<file path="config.mk">
export PLATFORM = sky130hd
export DESIGN_NAME = alu_result_stage
export DESIGN_NICKNAME = d
export VERILOG_FILES = /design/src/rtl/alu_pkg.sv /design/src/rtl/alu_result_fifo.sv /design/src/rtl/alu_result_stage.sv
export SDC_FILE = /design/constraint.sdc
export NUM_CORES = 1
export LEC_CHECK = 0
export CAP_MARGIN = 20
export CORE_MARGIN = 1
export CORE_UTILIZATION = 40
export CTS_BUF_LIST = sky130_fd_sc_hd__clkbuf_16
export CTS_CLUSTER_SIZE = 10
export DETAILED_ROUTE_END_ITERATION = 10
export PLACE_DENSITY_LB_ADDON = 0.05
export REMOVE_ABC_BUFFERS = 1
export SKIP_LAST_GASP = 1
export SLEW_MARGIN = 20
export SYNTH_ARGS = -nofsm -noshare
export SYNTH_HDL_FRONTEND = slang
export SYNTH_HIERARCHICAL = 1
export SYNTH_SLANG_ARGS = --single-unit
</file>
<file path="constraint.sdc">
create_clock -name CLK -period 5.48 [get_ports CLK]
set_input_delay 0.822 -clock CLK [delete_from_list [all_inputs] [get_ports CLK]]
set_output_delay 0.822 -clock CLK [all_outputs]
set_load 0.005 [all_outputs]
</file>
<file path="src/rtl/alu_pkg.sv">
// Shared definitions for the ALU result stage: branch condition encoding and
// bit positions of the architectural flags inside the {N,C,Z} register.
package alu_pkg;

  typedef enum logic [2:0] {
    COND_ALWAYS = 3'd0,
    COND_EQ     = 3'd1,
    COND_NE     = 3'd2,
    COND_CS     = 3'd3,
    COND_CC     = 3'd4,
    COND_MI     = 3'd5,
    COND_PL     = 3'd6,
    COND_NEVER  = 3'd7
  } cond_t;

  localparam int unsigned FLAG_Z = 0;
  localparam int unsigned FLAG_C = 1;
  localparam int unsigned FLAG_N = 2;

endpackage

</file>
<file path="src/rtl/alu_result_fifo.sv">
// In-order FIFO of {dest, result} pairs between the ALU and writeback.
// The full flag is registered alongside the count so the upstream ready never sees a combinational path from pop.
module alu_result_fifo #(
  parameter int unsigned WIDTH     = 32,
  parameter int unsigned DEST_BITS = 5,
  parameter int unsigned DEPTH     = 2
) (
  input  logic                 clk,
  input  logic                 n_rst,
  input  logic                 push,
  input  logic [WIDTH-1:0]     push_res,
  input  logic [DEST_BITS-1:0] push_dest,
  input  logic                 pop,
  output logic [WIDTH-1:0]     head_res,
  output logic [DEST_BITS-1:0] head_dest,
  output logic                 full,
  output logic                 empty
);

  localparam int unsigned PTR_W = $clog2(DEPTH);
  localparam int unsigned CNT_W = PTR_W + 1;
  localparam logic [CNT_W-1:0] CNT_FULL    = CNT_W'(DEPTH);
  localparam logic [CNT_W-1:0] CNT_ALMOST  = CNT_W'(DEPTH - 1);

  logic [WIDTH-1:0]     mem_res  [DEPTH];
  logic [DEST_BITS-1:0] mem_dest [DEPTH];
  logic [PTR_W-1:0]     wr_ptr;
  logic [PTR_W-1:0]     rd_ptr;
  logic [CNT_W-1:0]     count;
  logic                 full_q;
  logic                 do_push;
  logic                 do_pop;

  // Guard both sides locally so a misbehaving neighbour cannot overflow or underflow.
  assign do_push = push & ~full_q;
  assign do_pop  = pop & (count != '0);

  always_ff @(posedge clk) begin
    if (do_push) begin
      mem_res[wr_ptr]  <= push_res;
      mem_dest[wr_ptr] <= push_dest;
    end
  end

  always_ff @(posedge clk) begin
    if (!n_rst) begin
      wr_ptr <= '0;
      rd_ptr <= '0;
      count  <= '0;
      full_q <= 1'b0;
    end else begin
      if (do_push) wr_ptr <= wr_ptr + 1'b1;
      if (do_pop)  rd_ptr <= rd_ptr + 1'b1;
      unique case ({do_push, do_pop})
        2'b10: begin
          count  <= count + 1'b1;
          full_q <= (count == CNT_ALMOST);
        end
        2'b01: begin
          count  <= count - 1'b1;
          full_q <= 1'b0;
        end
        default: ;
      endcase
    end
  end

  assign empty     = (count == '0);
  assign full      = full_q;
  // Mask the head while empty so stale or uninitialised storage never leaks out.
  assign head_res  = empty ? '0 : mem_res[rd_ptr];
  assign head_dest = empty ? '0 : mem_dest[rd_ptr];

  // Sanity tie between the two views of fullness.
  logic unused_ok;
  assign unused_ok = (count == CNT_FULL) ~^ full_q;

endmodule

</file>
<file path="src/rtl/alu_result_stage.sv">
// ALU result stage: buffers results for writeback, commits flags at accept time
// and evaluates the sequencer branch condition from the committed flags.
module alu_result_stage
  import alu_pkg::*;
#(
  parameter int unsigned WIDTH     = 32,
  parameter int unsigned DEST_BITS = 5,
  parameter int unsigned DEPTH     = 2
) (
  input  logic                 CLK,
  input  logic                 N_RST,
  input  logic                 IN_VALID,
  output logic                 IN_READY,
  input  logic [WIDTH-1:0]     IN_RES,
  input  logic                 IN_Z,
  input  logic                 IN_C,
  input  logic                 IN_N,
  input  logic                 IN_FLAGS_WE,
  input  logic [DEST_BITS-1:0] IN_DEST,
  output logic                 OUT_VALID,
  input  logic                 OUT_READY,
  output logic [WIDTH-1:0]     OUT_DATA,
  output logic [DEST_BITS-1:0] OUT_DEST,
  input  logic [2:0]           COND,
  output logic                 COND_TRUE,
  output logic [2:0]           FLAGS
);

  logic       full;
  logic       empty;
  logic       accept;
  logic [2:0] flags_q;

  assign IN_READY  = ~full;
  assign OUT_VALID = ~empty;
  assign accept    = IN_VALID & ~full;

  alu_result_fifo #(
    .WIDTH     (WIDTH),
    .DEST_BITS (DEST_BITS),
    .DEPTH     (DEPTH)
  ) u_fifo (
    .clk       (CLK),
    .n_rst     (N_RST),
    .push      (accept),
    .push_res  (IN_RES),
    .push_dest (IN_DEST),
    .pop       (OUT_READY),
    .head_res  (OUT_DATA),
    .head_dest (OUT_DEST),
    .full      (full),
    .empty     (empty)
  );

  // Flags commit at accept so branches are not delayed by writeback stalls.
  always_ff @(posedge CLK) begin
    if (!N_RST) begin
      flags_q <= '0;
    end else if (accept && IN_FLAGS_WE) begin
      flags_q[FLAG_N] <= IN_N;
      flags_q[FLAG_C] <= IN_C;
      flags_q[FLAG_Z] <= IN_Z;
    end
  end

  assign FLAGS = flags_q;

  always_comb begin
    COND_TRUE = 1'b0;
    case (cond_t'(COND))
      COND_ALWAYS: COND_TRUE = 1'b1;
      COND_EQ:     COND_TRUE = flags_q[FLAG_Z];
      COND_NE:     COND_TRUE = ~flags_q[FLAG_Z];
      COND_CS:     COND_TRUE = flags_q[FLAG_C];
      COND_CC:     COND_TRUE = ~flags_q[FLAG_C];
      COND_MI:     COND_TRUE = flags_q[FLAG_N];
      COND_PL:     COND_TRUE = ~flags_q[FLAG_N];
      COND_NEVER:  COND_TRUE = 1'b0;
      default:     COND_TRUE = 1'b0;
    endcase
  end

endmodule

</file>
==> impl_metrics.json <==
{
  "first_global_vias": 1865,
  "io_pins": 91,
  "required_ns": 4.66,
  "die_h_um": 93.4,
  "status": "completed",
  "whs_endpoint": "u_fifo/count[1]$_SDFFE_PN0P_",
  "tightest_slew_ns": 0.848,
  "path_clk_slew_ns": 0.06,
  "track_usage": 0.146,
  "antenna_found_initial": 0,
  "ys_warn_count": 6,
  "synth-seq-cells": 83,
  "path_max_fanout": 4,
  "rows": 32,
  "syn_avg_cell_area_sq_um": 15.8,
  "max_freq_mhz": 320,
  "power_mw": 2.10,
  "root_buffer": "clkbuf_16",
  "path_cells": "clkdlybuf4s50_1 > nor2b_1 > o32ai_1 > mux2_2 > clkdlybuf4s50_1",
  "die_w_um": 93.4,
  "cts_resized": 0,
  "drt-initial-drc-count": 87,
  "start_util": 0.424,
  "area_growth_pct": 38.8,
  "fin_nets": 357,
  "relSlewSlack": 0.435,
  "finalWeightedCongestion": 0.683,
  "max_stage_delay_ns": 0.52,
  "finalSetupTns_ns": 0,
  "cts_setup_buffers": 0,
  "crit_family": "buffers and inverters",
  "drt-pass1-iter-count": 4,
  "cts_buffers": 9,
  "met3_length_um": 344,
  "async_flop_share": 0,
  "critPathKind": "input pin to primary output",
  "ctsHtreeMaxLevel": 3,
  "nFillCells": 629,
  "detail_route.wl_per_cell_um": 14.4,
  "numClockSinks": 83,
  "wl_met1_mm": 2.48,
  "whs_path_depth": 2,
  "core-area_sq_um": 7890,
  "synth-main-ff-cell": "edfxtp_1",
  "wl_met2_mm": 3.04,
  "drive_gt1_frac": 0.0839,
  "dp.cells": 397,
  "timing.rr.end": "u_fifo/full$_SDFFE_PN0P_",
  "cp_common_cell": "clkdlybuf4s50_1",
  "syn_area_sq_um": 3340,
  "reg2regPathDepth": 7,
  "avgViaCountPerCell": 4.67,
  "arrival_ns": 2.30,
  "rsz0062_at_grt": "no",
  "yosysTopAreaCell": "edfxtp_1",
  "clockBufferDepth": 2,
  "ir_drop_mv": 0.277,
  "seq_area_frac_synth": 0.719,
  "rrSetupSlack_ns": 3.30,
  "synthCells": 211,
  "port_buffers": 90,
  "vias": 1926,
  "period_share": 0.570,
  "grt_start_max_net_pins": 40,
  "drv_cap": 0,
  "setup_violations": 0,
  "hold_path.class": "register to register",
  "synth.most_common_cell": "edfxtp_1",
  "overflow": 0,
  "highest-signal-layer": "met4",
  "dieArea_sq_um": 8720,
  "clkLatencyLatePin_ns": 0.32,
  "postRouteAntennaNets": 0,
  "dpl.hpwl_mm": 3.85,
  "hold_violations": 0,
  "grt_pass1_wl_mm": 9.20,
  "static-leakage-power_nw": 1.60,
  "hp-start": "u_fifo/count[1]$_SDFFE_PN0P_",
  "synth_edf_count": 74,
  "path_buf_inv": 2,
  "r2r-start": "u_fifo/count[0]$_SDFFE_PN0P_",
  "min_period_ns": 3.12,
  "synth_area_leaders": "edfxtp_1 (67%), mux2i_1 (12%), dfxtp_1 (5.4%)",
  "crit_slowest_cell": "clkdlybuf4s50_1",
  "drt-total-wl_mm": 5.95,
  "cts_tree": "done",
  "cellPowerDensity_nw_per_um2": 454,
  "worstSetupEndpointType": "primary output",
  "n_antenna_cell": 0,
  "finalClockSkew_ns": 0.00300,
  "start_kind": "input pin",
  "synth_cell_types": 30,
  "final_cells": 412,
  "finalMaxSlewViolations": 0,
  "holdBufCountCts": 0,
  "synth_common_cells": "edfxtp_1 (74), mux2i_1 (40), nor2_1 (40)",
  "drc_errors": 0,
  "synth_top_area_frac": 0.665
}
-- worst max-delay path by stage --
stage	slack, ns	to	start	depth (start not counted)
6_report	2.36	COND_TRUE	COND[1]	5
5_1_grt	2.33	COND_TRUE	COND[0]	5
4_1_cts	2.37	COND_TRUE	COND[1]	5
3_5_place_dp	2.38	COND_TRUE	COND[1]	5
3_3_place_gp	2.40	COND_TRUE	COND[1]	5
2_1_floorplan	2.34	u_fifo/mem_dest[0][0]$_DFFE_PP_	IN_VALID	3
-- layout make-up --
type                            instances  area [sq um]  area share
Inverter                                6          22.5     0.00486
Timing Repair Buffer                   92           956       0.206
Multi-Input combinational cell        114           842       0.182
Sequential cell                        83          2410       0.519
Clock buffer                            9           225      0.0486
Clock inverter                          6          58.8      0.0127
Tap cell                              102           128      0.0275
-- through the flow --
| step | utilization | setup slack (ns) | hold slack, ns | area, sq um |
|---|---|---|---|---|
| after CTS | 0.588 | 2.37 | 0.536 | 4640 |
| final | 0.588 | 2.36 | 0.536 | 4640 |
| after global placement | 0.545 | 2.40 | 0.508 | 4300 |
| after detailed placement | 0.552 | 2.38 | 0.523 | 4350 |
| after floorplan | - | 2.34 | 0.490 | 3250 |
| after global routing | 0.588 | 2.33 | 0.593 | 4640 |
-- state kept, by name, summed over array words and instances (netlist names), named ones only --
| register | flops |
|---|---|
| FLAGS | 3 |
| u_fifo/count | 2 |
| u_fifo/full | 1 |
| u_fifo/mem_dest | 10 |
| u_fifo/mem_res | 64 |
| u_fifo/rd_ptr | 1 |
| u_fifo/wr_ptr | 1 |
-- cells in the final DEF, fill, tap and decap left out, types with 2 or more instances in the layout --
master	netlist	routed
clkinv_2	0	2
clkdlybuf4s50_1	0	90
and2_1	3	3
mux2i_1	40	40
nor2_4	0	2
ha_1	3	2
inv_1	6	7
a21oi_1	2	2
clkinvlp_4	0	2
clkbuf_16	0	9
nand2_1	3	3
edfxtp_1	74	74
nor2_1	40	38
nor2b_1	6	6
buf_16	0	2
dfxtp_1	9	8
-- worst reg2reg max path: stages, from the launching register on --
cell and delay (ns):
dfxtp_1 0.35, inv_1 0.07, ha_2 0.74, nor2b_4 0.10, ha_1 0.41, nand3b_1 0.14
a21oi_1 0.05, a31o_2 0.21
-- power by group --
part / total (mW) / switching, mW / internal, mW / leakage, nW
clock network: 0.558 / 0.212 / 0.346 / 0.138
registers: 0.887 / 0.0803 / 0.807 / 0.766
logic: 0.659 / 0.273 / 0.386 / 0.697
-- per-layer routing --
| layer | global-route usage | up-vias |
|---|---|---|
| met5 | 0 | - |
| met3 | 0.0504 | 6 |
| met1 | 0.174 | 911 |
| met2 | 0.241 | 55 |
| li1 | - | 954 |
| met4 | 0.0615 | 0 |
-- kinds of logic after synthesis --
logic type / synth area share
buffers and inverters: 0.0341
and+or+nand+nor: 0.0906
adders and majority gates: 0.0112
xor gates and xnor gates: 0.00524
AOI/OAI and AO/OA: 0.0165
muxes: 0.123
DFF: 0.719
No activity file was read; power rests on OpenSTA's default activity.
